===== config.mk =====
export PLATFORM = sky130hd
export DESIGN_NAME = mul_seq
export DESIGN_NICKNAME = d
export VERILOG_FILES = /design/src/rtl/mul_seq.sv
export SDC_FILE = /design/constraint.sdc
export NUM_CORES = 1
export LEC_CHECK = 0
export ABC_CLOCK_PERIOD_IN_PS = 2400
export CAP_MARGIN = 25
export CORE_ASPECT_RATIO = 0.9
export CORE_MARGIN = 10
export CORE_UTILIZATION = 45
export CTS_BUF_LIST = sky130_fd_sc_hd__clkbuf_16
export CTS_CLUSTER_DIAMETER = 30
export DETAILED_ROUTE_END_ITERATION = 8
export GPL_TIMING_DRIVEN = 0
export PLACE_DENSITY = 0.77
export SLEW_MARGIN = 0
export SYNTH_ARGS = -nofsm -noshare
export SYNTH_HDL_FRONTEND = slang
export SYNTH_SLANG_ARGS = --single-unit

===== constraint.sdc =====
create_clock -name clk -period 2.4 [get_ports clk]
set_input_delay 0.24 -clock clk [delete_from_list [all_inputs] [get_ports clk]]
set_output_delay 0.24 -clock clk [all_outputs]
set_load 0.02 [all_outputs]

===== src/rtl/mul_seq.sv =====
// Iterative shift-add multiplier beside the register file. It writes the
// 2*WIDTH-bit product to the register pair dst and (dst+1) mod 2^AW.
module mul_seq #(
    parameter int WIDTH = 8,
    parameter int AW    = 3
) (
    input  logic             clk,
    input  logic             rst_n,
    input  logic             start,
    input  logic [WIDTH-1:0] opA,
    input  logic [WIDTH-1:0] opB,
    input  logic [AW-1:0]    dst,
    output logic             busy,
    output logic             done,
    output logic             Wen,
    output logic [AW-1:0]    Wd,
    output logic [WIDTH-1:0] Wdat
);

    localparam int PW = 2 * WIDTH;
    localparam int CW = $clog2(WIDTH + 1);

    typedef enum logic [1:0] {
        IDLE,
        CALC,
        WR_LO,
        WR_HI
    } state_e;

    state_e            state_q, state_d;
    logic [PW-1:0]     mcand_q, mcand_d;
    logic [WIDTH-1:0]  mplier_q, mplier_d;
    logic [PW-1:0]     acc_q, acc_d;
    logic [CW-1:0]     cnt_q, cnt_d;
    logic [AW-1:0]     dst_q, dst_d;

    always_ff @(posedge clk) begin
        if (!rst_n) begin
            state_q  <= IDLE;
            mcand_q  <= '0;
            mplier_q <= '0;
            acc_q    <= '0;
            cnt_q    <= '0;
            dst_q    <= '0;
        end else begin
            state_q  <= state_d;
            mcand_q  <= mcand_d;
            mplier_q <= mplier_d;
            acc_q    <= acc_d;
            cnt_q    <= cnt_d;
            dst_q    <= dst_d;
        end
    end

    always_comb begin
        state_d  = state_q;
        mcand_d  = mcand_q;
        mplier_d = mplier_q;
        acc_d    = acc_q;
        cnt_d    = cnt_q;
        dst_d    = dst_q;
        unique case (state_q)
            IDLE: begin
                if (start) begin
                    mcand_d  = {{WIDTH{1'b0}}, opA};
                    mplier_d = opB;
                    dst_d    = dst;
                    acc_d    = '0;
                    cnt_d    = CW'(WIDTH);
                    state_d  = CALC;
                end
            end
            CALC: begin
                // No early exit: every operand costs exactly WIDTH cycles.
                if (mplier_q[0]) begin
                    acc_d = acc_q + mcand_q;
                end
                mcand_d  = mcand_q << 1;
                mplier_d = mplier_q >> 1;
                cnt_d    = cnt_q - CW'(1);
                if (cnt_q == CW'(1)) begin
                    state_d = WR_LO;
                end
            end
            WR_LO: state_d = WR_HI;
            WR_HI: state_d = IDLE;
            default: state_d = IDLE;
        endcase
    end

    // Outputs come only from registered state and data.
    always_comb begin
        busy = (state_q != IDLE);
        done = 1'b0;
        Wen  = 1'b0;
        Wd   = '0;
        Wdat = '0;
        unique case (state_q)
            WR_LO: begin
                Wen  = 1'b1;
                Wd   = dst_q;
                Wdat = acc_q[WIDTH-1:0];
            end
            WR_HI: begin
                Wen  = 1'b1;
                Wd   = dst_q + AW'(1);
                Wdat = acc_q[PW-1:WIDTH];
                done = 1'b1;
            end
            default: ;
        endcase
    end

endmodule


=== After elaboration in Yosys (flattened, before gate mapping) ===
Index checks and enable logic that the tools add are counted.

* Register bits: 49
* Input port bits: 22
* Output and inout port bits: 14
* Word-level logic and storage cells: 40

* $add $sub $neg: 3
* Equal/unequal tests: 7
* Mux-type cells: 16
* Reductions and logical operators: 8

{| class="wikitable"
|+ Operator list
! operator !! count
|-
| one-hot mux 16 bit (2 select lines) || 2
|-
| 2-to-1 mux 16 bit || 3
|-
| one-hot mux 8 bit (2 select lines) || 2
|-
| adder 16 bit || 1
|-
| 2-to-1 mux 8 bit || 1
|-
| one-hot mux 2 bit (4 select lines) || 1
|-
| one-hot mux 4 bit (2 select lines) || 1
|-
| inequality test 2 bit, second input constant || 3
|-
| one-hot mux 3 bit (2 select lines) || 1
|-
| AND reduction 2 bit || 3
|-
| == test 2 bit, second input constant || 2
|-
| == test 4 x 1 -> 1 bit, second input constant || 1
|-
| 2-to-1 mux 2 bit || 2
|-
| 2-to-1 mux 4 bit || 1
|-
| nonzero test 2 bit || 2
|-
| subtractor 4 x 1 -> 4 bit, second input constant || 1
|-
| adder 3 x 1 -> 3 bit, second input constant || 1
|-
| AND reduction 3 bit || 1
|-
| == test 2 x 1 -> 1 bit, second input constant || 1
|-
| logical NOT 2 bit || 1
|-
| 2-to-1 mux 1 bit || 2
|-
| OR reduction 2 bit || 1
|}

=== Logic depth before layout (Yosys ltp) ===
Gate-level depths: netlist of the first run.

* Depth in word-level cells: 3
* Mapped depth: 10

=== Worst setup path before layout of the first run ===
OpenSTA, ideal clock, no wires.

* Kind: reg-to-reg
* Start point: register mcand_q[0]
* End point: register acc_q[14]
* Data arrival time: 1.951 ns
* Data required time: 2.316 ns
* Path slack: 0.365 ns
* Cell stages (with the launch flop): 10
* Path buffers: 0
* Cells stage by stage: dfxtp_1 ha_1 inv_1 fa_1 and2b_1 o211ai_1 a21boi_1 o21ai_0 and4_4 o31ai_2

* Longest elaborated chain between the ends: 3

{| class="wikitable"
|+ Ends and longest elaborated chain
! what !! RTL line !! source
|-
| start: declaration || 31 || <nowiki>logic [PW-1:0] mcand_q, mcand_d;</nowiki>
|-
| start signal: assignment || 47 || <nowiki>mcand_q <= mcand_d;</nowiki>
|-
| adder 16 bit || 76 || <nowiki>acc_d = acc_q + mcand_q;</nowiki>
|-
| 2-to-1 mux 16 bit || 75 || <nowiki>if (mplier_q[0]) begin</nowiki>
|-
| one-hot mux 16 bit (2 select lines) || 62 || <nowiki>unique case (state_q)</nowiki>
|-
| end signal: assignment || 42 || <nowiki>acc_q <= '0;</nowiki>
|-
| end signal: assignment || 49 || <nowiki>acc_q <= acc_d;</nowiki>
|-
| end: declaration || 33 || <nowiki>logic [PW-1:0] acc_q, acc_d;</nowiki>
|}

No other way between the ends. The select of a mux whose other input is x is not followed.
A chain may end at the register's enable or synchronous reset.

=== Worst setup path after layout of the first run ===
* Start point: register state_q[0]
* End point: output port Wdat[0]

* Longest elaborated chain between the ends: 2
* Elaborated cells between the ends (all ways): 3

{| class="wikitable"
|+ Ends and longest elaborated chain
! what !! RTL line !! source
|-
| start: declaration || 30 || <nowiki>state_e state_q, state_d;</nowiki>
|-
| start signal: assignment || 46 || <nowiki>state_q <= state_d;</nowiki>
|-
| == test 2 bit || 98 || <nowiki>unique case (state_q)</nowiki>
|-
| one-hot mux 8 bit (2 select lines) (*) || 98 ||
|-
| end: declaration || 17 || <nowiki>output logic [WIDTH-1:0] Wdat</nowiki>
|}

Every way passes the cells marked *; elsewhere a longest branch is shown, timed or not.

==> results of run 1 <==
==> how the worst max path moves through the flow <==
stage | startpoint | to | slack [ps] | cells past startpoint
after detailed placement | acc_q[0]$_SDFFE_PN0P_ | acc_q[14]$_SDFFE_PN0P_ | 30 | 9
after global placement | mcand_q[0]$_SDFFE_PN0P_ | acc_q[14]$_SDFFE_PN0P_ | 60 | 9
after global routing | state_q[0]$_SDFFE_PN0P_ | Wdat[2] | 2 | 4
final | state_q[0]$_SDFFE_PN0P_ | Wdat[0] | 100 | 4
after CTS | state_q[0]$_SDFFE_PN0P_ | Wdat[0] | 60 | 5
after floorplan | mcand_q[0]$_SDFFE_PN0P_ | acc_q[14]$_SDFFE_PN0P_ | 360 | 9
==> critical path, cell delays in order, from the launching register on <==
cell,delay (ps)
dfxtp_1,380
ha_1,260
clkbuf_2,300
a22o_1,210
clkdlybuf4s50_1,620
==> stage by stage <==
stage                     worst slack (ps)  util (%)  hold slack (ps)
after floorplan                        365         -              396
after global placement                55.9      54.8              461
after detailed placement              32.5      54.8              464
after CTS                             60.0      57.2              473
after global routing                  2.36      57.5              494
final                                  104      57.5              473
==> power by group <==
part	internal, mW	switching [mW]	total [mW]
logic	0.575	0.859	1.43
registers	0.992	0.142	1.13
clock network	0.385	0.312	0.697
total	1.95	1.31	3.27
==> synthesized netlist by cell type (2+ instances only) <==
library cell	number	area, um^2
o21ai_2	3	26.3
mux2i_1	20	200
a21oi_1	16	80.1
a22o_1	10	87.6
ha_1	23	288
nor2b_1	18	113
nand3_1	5	25.0
nand4_1	2	12.5
buf_2	6	30.0
a211oi_1	2	15.0
xnor2_1	5	43.8
and3_1	3	18.8
o21ai_0	16	80.1
o21a_1	2	15.0
o21bai_1	2	15.0
a21boi_0	6	45.0
dfxtp_1	49	981
a32oi_1	3	26.3
o211a_1	15	150
a21boi_1	2	15.0
nand2_1	49	184
nor3_1	6	30.0
nor3b_1	2	15.0
o31ai_2	2	25.0
clkbuf_1	11	41.3
and2_1	4	25.0
a22oi_1	10	75.1
nor2_1	12	45.0
xor2_1	4	35.0
inv_1	12	45.0
o211ai_1	3	22.5
==> layout make-up <==
class                           count  area share, %
Buffer                             19           2.44
Multi-Input combinational cell    262           51.7
Sequential cell                    49           27.3
Tap cell                           87           3.03
Clock inverter                      3          0.488
Timing Repair Buffer               37           10.2
Inverter                           13           1.36
Clock buffer                        5           3.48
==> cells by family after synthesis <==
group	count (synthesis)	share of synthesized area [%]
fa+ha+maj	24	10.4
mux	21	7.13
xor+xnor	9	2.66
flops	49	33.1
simple gates	110	18.0
buf+inv	32	4.43
compound gates	98	24.3
==> per-layer routing <==
layer  global-route usage, %  vias to the layer above  wire length [um]
met2                    23.7                       48              3580
li1                        -                     1322                 -
met4                    3.93                        0                87
met1                    19.4                     1287              3660
met5                       0                        -                 0
met3                    3.24                        8               340
==> registers in the layout, indices dropped and copies added (netlist names) <==
signal	count
dst_q	3
mcand_q	16
acc_q	16
mplier_q	8
cnt_q	4
state_q	2
==> repair_timing <==
action	in CTS	in global routing
gates resized for setup	3	2
setup buffers	0	2
setup endpoints to repair	12	4
pin swaps	0	1
==> flow_results.xml, run 1 <==
<?xml version="1.0" encoding="UTF-8"?>
<metrics>
  <group name="outcome">
    <metric name="outcome" unit="">complete, no violations</metric>
  </group>
  <group name="timing">
    <metric name="rsz0062_at_grt" unit="">false</metric>
    <metric name="setup-violations-final" unit="">0</metric>
    <metric name="fin_crit_period" unit="ps">2300</metric>
    <metric name="min_period_over_period" unit="%">95.7</metric>
    <metric name="timing_hold_violations_final" unit="">0</metric>
    <metric name="clock-skew-final" unit="ps">3.18</metric>
    <metric name="timing.max_slew.rel_slack" unit="%">53.2</metric>
    <metric name="fmax" unit="GHz">0.436</metric>
    <metric name="worst_pin_slew" unit="ps">702</metric>
    <metric name="fin_max_slew_vios" unit="">0</metric>
    <metric name="setup_total_negative_slack" unit="ps">0</metric>
  </group>
  <group name="pwr">
    <metric name="power.static_leakage" unit="nW">1.57</metric>
    <metric name="fin_total_pwr" unit="mW">3.27</metric>
    <metric name="max-vdd-ir-drop" unit="mV">0.542</metric>
    <metric name="powerDensity" unit="nW/um^2">909</metric>
  </group>
  <group name="worst_hold_path">
    <metric name="min-delay-start" unit="">acc_q[15]$_SDFFE_PN0P_</metric>
    <metric name="hold-path-cell-count" unit="">2</metric>
    <metric name="hold-path-endpoint" unit="">acc_q[15]$_SDFFE_PN0P_</metric>
    <metric name="hold_class" unit="">reg -&gt; reg</metric>
  </group>
  <group name="setup_path">
    <metric name="crit-reg2reg-capture" unit="">acc_q[14]$_SDFFE_PN0P_</metric>
    <metric name="rr_startpoint" unit="">acc_q[0]$_SDFFE_PN0P_</metric>
    <metric name="setup.worst_path.end_class" unit="">output pin</metric>
    <metric name="crit_required" unit="ps">2160</metric>
    <metric name="worst_r2r_path_cells" unit="">9</metric>
    <metric name="regToRegSetupSlack" unit="ps">170</metric>
    <metric name="startpoint_type" unit="">flop</metric>
    <metric name="worst_ep_arrival_time" unit="ps">2060</metric>
    <metric name="worstSetupPathType" unit="">reg -&gt; out</metric>
    <metric name="maximum_fanout_count_along_the_critical_path" unit="">10</metric>
  </group>
  <group name="detailed_routing">
    <metric name="via_count" unit="">2665</metric>
    <metric name="finalWirelength" unit="mm">7.67</metric>
    <metric name="dr.pass1.iters" unit="">4</metric>
    <metric name="via_density" unit="">5.61</metric>
    <metric name="drtIter0Drc" unit="">146</metric>
    <metric name="drtAntennaViolNets" unit="">0</metric>
    <metric name="drcViolationCount" unit="">0</metric>
    <metric name="wl_per_cell" unit="um">16.1</metric>
  </group>
  <group name="global_routing">
    <metric name="grt_max_degree" unit="">16</metric>
    <metric name="via_count_of_the_first_global_routing_pass" unit="">2546</metric>
    <metric name="globalRouteOverflowTotal" unit="">0</metric>
    <metric name="number_of_antenna_violations_at_the_first_check_in_global_routing" unit="">0</metric>
    <metric name="global_route_wire_length_before_repair" unit="mm">12.8</metric>
    <metric name="global_route.usage.total" unit="%">14.8</metric>
  </group>
  <group name="floorplan">
    <metric name="floorplan.die.height" unit="um">97.0</metric>
    <metric name="die_width" unit="um">106</metric>
    <metric name="floorplan.rows" unit="">27</metric>
    <metric name="initial_cell_density_of_the_core" unit="%">47.4</metric>
    <metric name="fp.coreArea" unit="um^2">6250</metric>
    <metric name="design.die.area" unit="um^2">10200</metric>
    <metric name="floorplan.io_pins" unit="">36</metric>
  </group>
  <group name="clock_network">
    <metric name="cts_sinks" unit="">49</metric>
    <metric name="hold_buffers" unit="">0</metric>
    <metric name="cts.htree.levels" unit="">2</metric>
    <metric name="tritoncts.num_buffers" unit="">5</metric>
    <metric name="worstSkewPairLatency" unit="ps">290</metric>
    <metric name="cts_tree" unit="">built</metric>
    <metric name="cts-root-buf" unit="">clkbuf_16</metric>
    <metric name="clk_path_buf_depth" unit="">2</metric>
    <metric name="clk_pin_slew" unit="ps">70</metric>
  </group>
  <group name="place">
    <metric name="port-buffer-count" unit="">35</metric>
    <metric name="gp_congestion" unit="">0.995</metric>
    <metric name="post_place_cells" unit="">465</metric>
    <metric name="dp_hpwl" unit="mm">5.95</metric>
    <metric name="placed_cell_area" unit="um^2">3420</metric>
  </group>
  <group name="finish">
    <metric name="design_area" unit="um^2">3590</metric>
    <metric name="final-instance-count-excl-fill" unit="">475</metric>
    <metric name="commonest_non_fill_non_tap_cells_in_the_layout" unit="">nand2_1 (49), dfxtp_1 (49), clkdlybuf4s50_1 (35)</metric>
    <metric name="multi_input_area" unit="um^2">1860</metric>
    <metric name="nNetsFinal" unit="">433</metric>
    <metric name="nFillCells" unit="">581</metric>
    <metric name="layout.area.seq" unit="um^2">981</metric>
    <metric name="number_of_antenna_cells_inserted" unit="">0</metric>
    <metric name="post_route_cells_drive_above_1_share" unit="%">7.47</metric>
    <metric name="flow.area_growth_from_synthesis" unit="%">21.1</metric>
  </group>
  <group name="logic_synthesis">
    <metric name="synthesis.nets" unit="">389</metric>
    <metric name="synth_cell_type_count" unit="">51</metric>
    <metric name="synthesized_flop_and_latch_total" unit="">49</metric>
    <metric name="synth-edff-count" unit="">0</metric>
    <metric name="synth_flop_cell" unit="">dfxtp_1</metric>
    <metric name="syn_inst" unit="">343</metric>
    <metric name="postSynthAreaPerCell" unit="um^2">8.65</metric>
    <metric name="seq_total_area_yosys" unit="%">33.1</metric>
    <metric name="yosysWarnings" unit="">0</metric>
    <metric name="mappedNetlistArea" unit="um^2">2970</metric>
    <metric name="asyncSetResetFlopFracSynth" unit="%">0</metric>
  </group>
  <group name="run">
    <metric name="drv.max_cap_violation_count" unit="">0</metric>
  </group>
</metrics>
Power figures use the tool's default switching activity.
==> inputs of run 2 (changes only) <==
- TNS_END_PERCENT: unset -> 30
==> results of run 2 <==
No change in the layout: final DEF, timing and power equal those of run 1.
==> edit 1: new RTL, flow settings as in run 2 <==
Encoding of `state_e`: now Gray code (2 bits for 4 states).
--- a/src/rtl/mul_seq.sv
+++ b/src/rtl/mul_seq.sv
@@ -23,6 +23,6 @@
     typedef enum logic [1:0] {
-        IDLE,
-        CALC,
-        WR_LO,
-        WR_HI
+        IDLE  = 2'b00,
+        CALC  = 2'b01,
+        WR_LO = 2'b11,
+        WR_HI = 2'b10
     } state_e;
Formal check against the unedited RTL: no difference found for any inputs over 4 cycles, from zero or initial values and one cycle with rst_n low; so few cycles prove little.
==> edit 1 against run 2 <==
  * Area after synthesis up 1.4%
  * Worst setup slack got worse by 0.015 ns
  * Critical endpoint is now Wdat[5]
  * Cell area up 1.8%
  * Sequential cell count stayed put
  * Routed wire length is 2.7% higher
  * Worst hold slack improved by 0.013 ns
  * Cell count increased by 1.5%
Power is not compared: it rests on default switching activity, and its combinational part moved more than twofold at a synthesized area within 25%.
==> edit 1: results (changes against run 2) <==
Yosys
  • Commonest cells post-synth: 49 x dfxtp_1, 47 x nor2b_1, 26 x a21oi_1, 23 x nor2_1, 18 x ha_1
  • Dominant cells by area after synthesis: dfxtp_1 33%, nor2b_1 9.8%, ha_1 7.5%
  • Sequential area share after synthesis: 32.6% (-0.45 points)
  • Synthesized instance count: 348 (+1.5%)
  • Count of cell types in the netlist: 52 (+2.0%)

GRT
  • First-pass GRT wire length: 13100 um (+2.7%)
  • Overall Global Routing Usage: 15.2% (+0.44 points)
  • Met2 usage: 23.7% (about the same)
  • Via count of the first global-routing pass: 2633 (+3.4%)
  • Global-route met3 utilization: 3.18% (-0.060 points)
  • Met1 routing resource usage after global routing: 20.2% (+0.76 points)

Detailed routing
  • Number of detailed-routing iterations run before antenna repair: 5 (+1)
  • Via-per-instance ratio: 5.67 (+1.1%)
  • Violation count after the first detailed-routing iteration: 176 (+21%)
  • Wirelength per Cell: 16.3 um (+1.2%)
  • Detailed route wirelength on metal3: 430 um (+26%)
  • Detailed-routed wire length on met2: 3600 um (+0.61%)
  • Total routed wire length on the met1 layer: 3720 um (+1.8%)

Clock tree
  • Clock transition at the registers of the reported paths: 0.07 ns (about the same)

Worst setup path
  • Maximum fanout count along the critical path: 10 (unchanged)

Place
  • Final RePlAce weighted congestion: 0.901 (-9.4%)
  • Placed cells: 472 (+1.5%)
  • Instance area at placement: 0.00346 mm^2 (+1.0%)
  • Number of buffers added on ports: 34 (-2.9%)
  • DP HPWL: 5860 um (-1.5%)

Finish
  • Fraction of layout cells with a size suffix above 1: 11.5% (+4.0 points)

STA
  • Layout Skew: 0.00825 ns (+0.00507 ns)

Run status
  • Result of the run: finished clean
-- edit 1: worst max-delay path, cell delays in order (launching register included) --
cell,delay (ns)
dfxtp_1,0.31
buf_4,0.15
clkbuf_2,0.33
mux2i_1,0.18
nor2b_1,0.18
clkdlybuf4s50_1,0.63
-- edit 1: repair_timing --
action                                  in CTS  in global routing
hold buffers                                 0                  0
endpoints found under the setup margin      13                  4
pin swaps                                    1                  1
gates resized for setup                      6                  4
buffers inserted                             0                  2
-- edit 1: cells by family after synthesis --
family / Yosys count / synth area share [%]
flip-flops: 49 / 32.6
multiplexers: 13 / 4.33
AND/OR/NAND/NOR: 128 / 23.7
buffers and inverters: 29 / 3.91
adder cells (fa/ha/maj): 19 / 8.16
AO/OA/AOI/OAI: 101 / 24.7
XOR/XNOR: 9 / 2.62
-- edit 1: path summary, 6_finish.rpt --
path / depth (start not counted) / start / end / slack [ns]
max: 5 / state_q[0] / Wdat[5] / 0.09
min: 2 / acc_q[12] / acc_q[12] / 0.49
max reg2reg: 10 / acc_q[0] / acc_q[8] / 0.10
min reg2reg: 2 / acc_q[12] / acc_q[12] / 0.49
-- edit 1: area by class of cell --
class / count / area, um^2
clock buffer: 5 / 125
timing repair buffer: 36 / 355
fill: 621 / 2900
tap: 90 / 113
inverter: 9 / 33.8
multi-input combinational: 270 / 1910
sequential: 49 / 982
buffer: 20 / 90.1
clock inverter: 3 / 43.8
-- edit 1: per-stage QoR --
stage | worst slack, ns | util (%)
2_1_floorplan | 0.284 | -
3_3_place_gp | 0.0330 | 52.8
3_5_place_dp | -0.0386 | 52.8
4_1_cts | 0.00333 | 55.5
5_1_grt | -0.00378 | 55.8
6_report | 0.0890 | 55.8
==> edit 2: new RTL, flow settings as in run 2 <==
Made on the original files. `AW`: 3 -> 2.
--- a/src/rtl/mul_seq.sv
+++ b/src/rtl/mul_seq.sv
@@ -4,3 +4,3 @@
     parameter int WIDTH = 8,
-    parameter int AW    = 3
+    parameter int AW    = 2
 ) (
Interface: changed (resized Wd and dst); port bits go from 36 to 34. No check against the original RTL was run, so the function may have changed too.
==> edit 2 against run 2 <==
  * Cell area shrank 4.2%
  * Clock power grew 11%
  * Worst setup slack gained 0.0066 ns
  * Area after synthesis shrank 4.9%
  * Routed wire length shrank 7.7%
  * Sequential cell count shrank 1
  * Power grew 0.23%
==> edit 2: results (changes against run 2) <==
Yosys
  • Sequential area share after synthesis: 34.1% (+0.98 points)
  • Per-instance average area after synthesis: 8.90 um^2 (+3.0%)
  • Primary FF master, synth: dfxtp_1
  • Ys Warns: 0 (unchanged)
  • Count of cell types in the netlist: 48 (-5.9%)
  • Net Count, Synth: 361 (-7.2%)
  • Commonest cells post-synth: 48 x dfxtp_1, 40 x nand2_1, 22 x ha_1, 20 x nor2b_1, 19 x o21ai_0
  • Dominant cells by area after synthesis: dfxtp_1 34%, ha_1 9.8%, mux2i_1 5.7%
  • Asr flop ratio synth: 0% (unchanged)

Finish
  • Most common library cell in the layout ignoring fill and taps: dfxtp_1
  • Number of diodes added for antenna fixing: 0 (unchanged)
  • Number of fill cells: 550 (-5.3%)
  • Fraction of layout cells with a size suffix above 1: 6.15% (-1.3 points)
  • NumNets Final: 401 (-7.4%)
  • Largest regs: acc_q x16, mcand_q x16, mplier_q x8

Clock tree
  • Setup bufs post-CTS: 0 (unchanged)
  • Clock transition at the registers of the reported paths: 0.06 ns
  • Root Buffer Master: clkbuf_16
  • Largest buffer count on any clock path: 2 (unchanged)
  • H-tree lvl count: 2 (unchanged)
  • Number of CTS-inserted buffers: 5 (unchanged)
  • Clock latency on the worst-skew pair: 0.29 ns (about the same)

GRT
  • First-pass GRT wire length: 11700 um (-8.7%)
  • Largest net degree at the start of global routing: 15 (-1)
  • Via count of the first global-routing pass: 2446 (-3.9%)
  • Antenna violations before repair: 0 (unchanged)
  • Overall Global Routing Usage: 14.8% (+0.070 points)

Detailed routing
  • Total via count in the routed design: 2493 (-6.5%)
  • Wirelength per Cell: 15.9 um (-1.4%)
  • Post-detailed-routing wire length: 7080 um (-7.7%)
  • Violation count after the first detailed-routing iteration: 125 (-14%)
  • Number of detailed-routing iterations run before antenna repair: 4 (unchanged)

Power and ir drop
  • Max rail drop VDD: 0.353 mV (-35%)
  • Lkg Pwr: 1.48 nW (-5.9%)

Place
  • Instance area at placement: 0.00326 mm^2 (-4.8%)
  • DP HPWL: 5380 um (-9.6%)
  • Number of buffers added on ports: 33 (-5.7%)
  • Placed cells: 437 (-6.0%)
  • Setup slack after placement: -0.0551 ns (-0.0876 ns)
  • Final RePlAce weighted congestion: 0.952 (-4.3%)

Worst hold path
  • Worst hold path type: reg2reg

Worst setup path
  • Maximum fanout count along the critical path: 10 (unchanged)

Run status
  • Result of the run: finished clean

STA
  • Worst-case headroom to the max-slew limit: 67.5% (+14 points)
  • Layout Skew: 0.00524 ns (+0.00206 ns)
==> edit 2: area by class of cell <==
cell class | instances | area, um^2 | area share (%)
multi-input cells | 240 | 1750 | 50.9
flip-flops and latches | 48 | 961 | 27.9
repair buffers | 33 | 333 | 9.67
clock buffers | 5 | 125 | 3.64
well taps | 87 | 109 | 3.16
plain buffers | 16 | 72.6 | 2.11
inverters | 13 | 48.8 | 1.42
clock inverters | 3 | 38.8 | 1.13
==> edit 2: per-layer routing <==
metal	vias up	wire length [um]	GRT usage, %
li1	1231	-	-
met1	1186	3060	17.4
met2	60	3490	26.0
met3	16	349	2.82
met4	0	181	6.13
met5	-	0	0
==> edit 2: repair_timing <==
action	CTS	global route
gates cloned	0	0
resized for setup	3	4
hold endpoints to repair	0	0
setup endpoints to repair	10	11
==> edit 2: logic make-up after synthesis <==
family | after synthesis | synth area share [%]
compound gates | 101 | 26.6
simple gates | 88 | 15.3
flops | 48 | 34.1
buf+inv | 29 | 4.21
fa+ha+maj | 23 | 10.5
mux | 16 | 5.68
xor+xnor | 12 | 3.73
==> edit 2: metrics by stage <==
stage | total power, mW | TNS, ns
finish | 3.27 | 0
detailed placement | 2.49 | -0.0551
global route | 3.50 | 0
global placement | 2.44 | -0.0194
floorplan | 2.10 | 0
CTS | 3.28 | 0
==> edit 2: report_power, final <==
group          internal, mW  switching, mW
sequential            0.972          0.141
combinational         0.555          0.827
clock                 0.486          0.291
==> edit 2: worst max-delay path, cell delays in order (launching register included) <==
cell             delay, ns
dfxtp_1               0.38
inv_1                 0.09
ha_1                  0.22
clkbuf_2              0.22
a22o_1                0.30
clkdlybuf4s50_1       0.55
==> edit 2: path summary, 6_finish.rpt <==
check | startpoint | endpoint | slack [ns] | depth (start not counted)
min | acc_q[13] | acc_q[13] | 0.48 | 2
min reg2reg | acc_q[13] | acc_q[13] | 0.48 | 2
max | state_q[0] | Wdat[3] | 0.11 | 5
max reg2reg | mcand_q[8] | acc_q[15] | 0.19 | 8
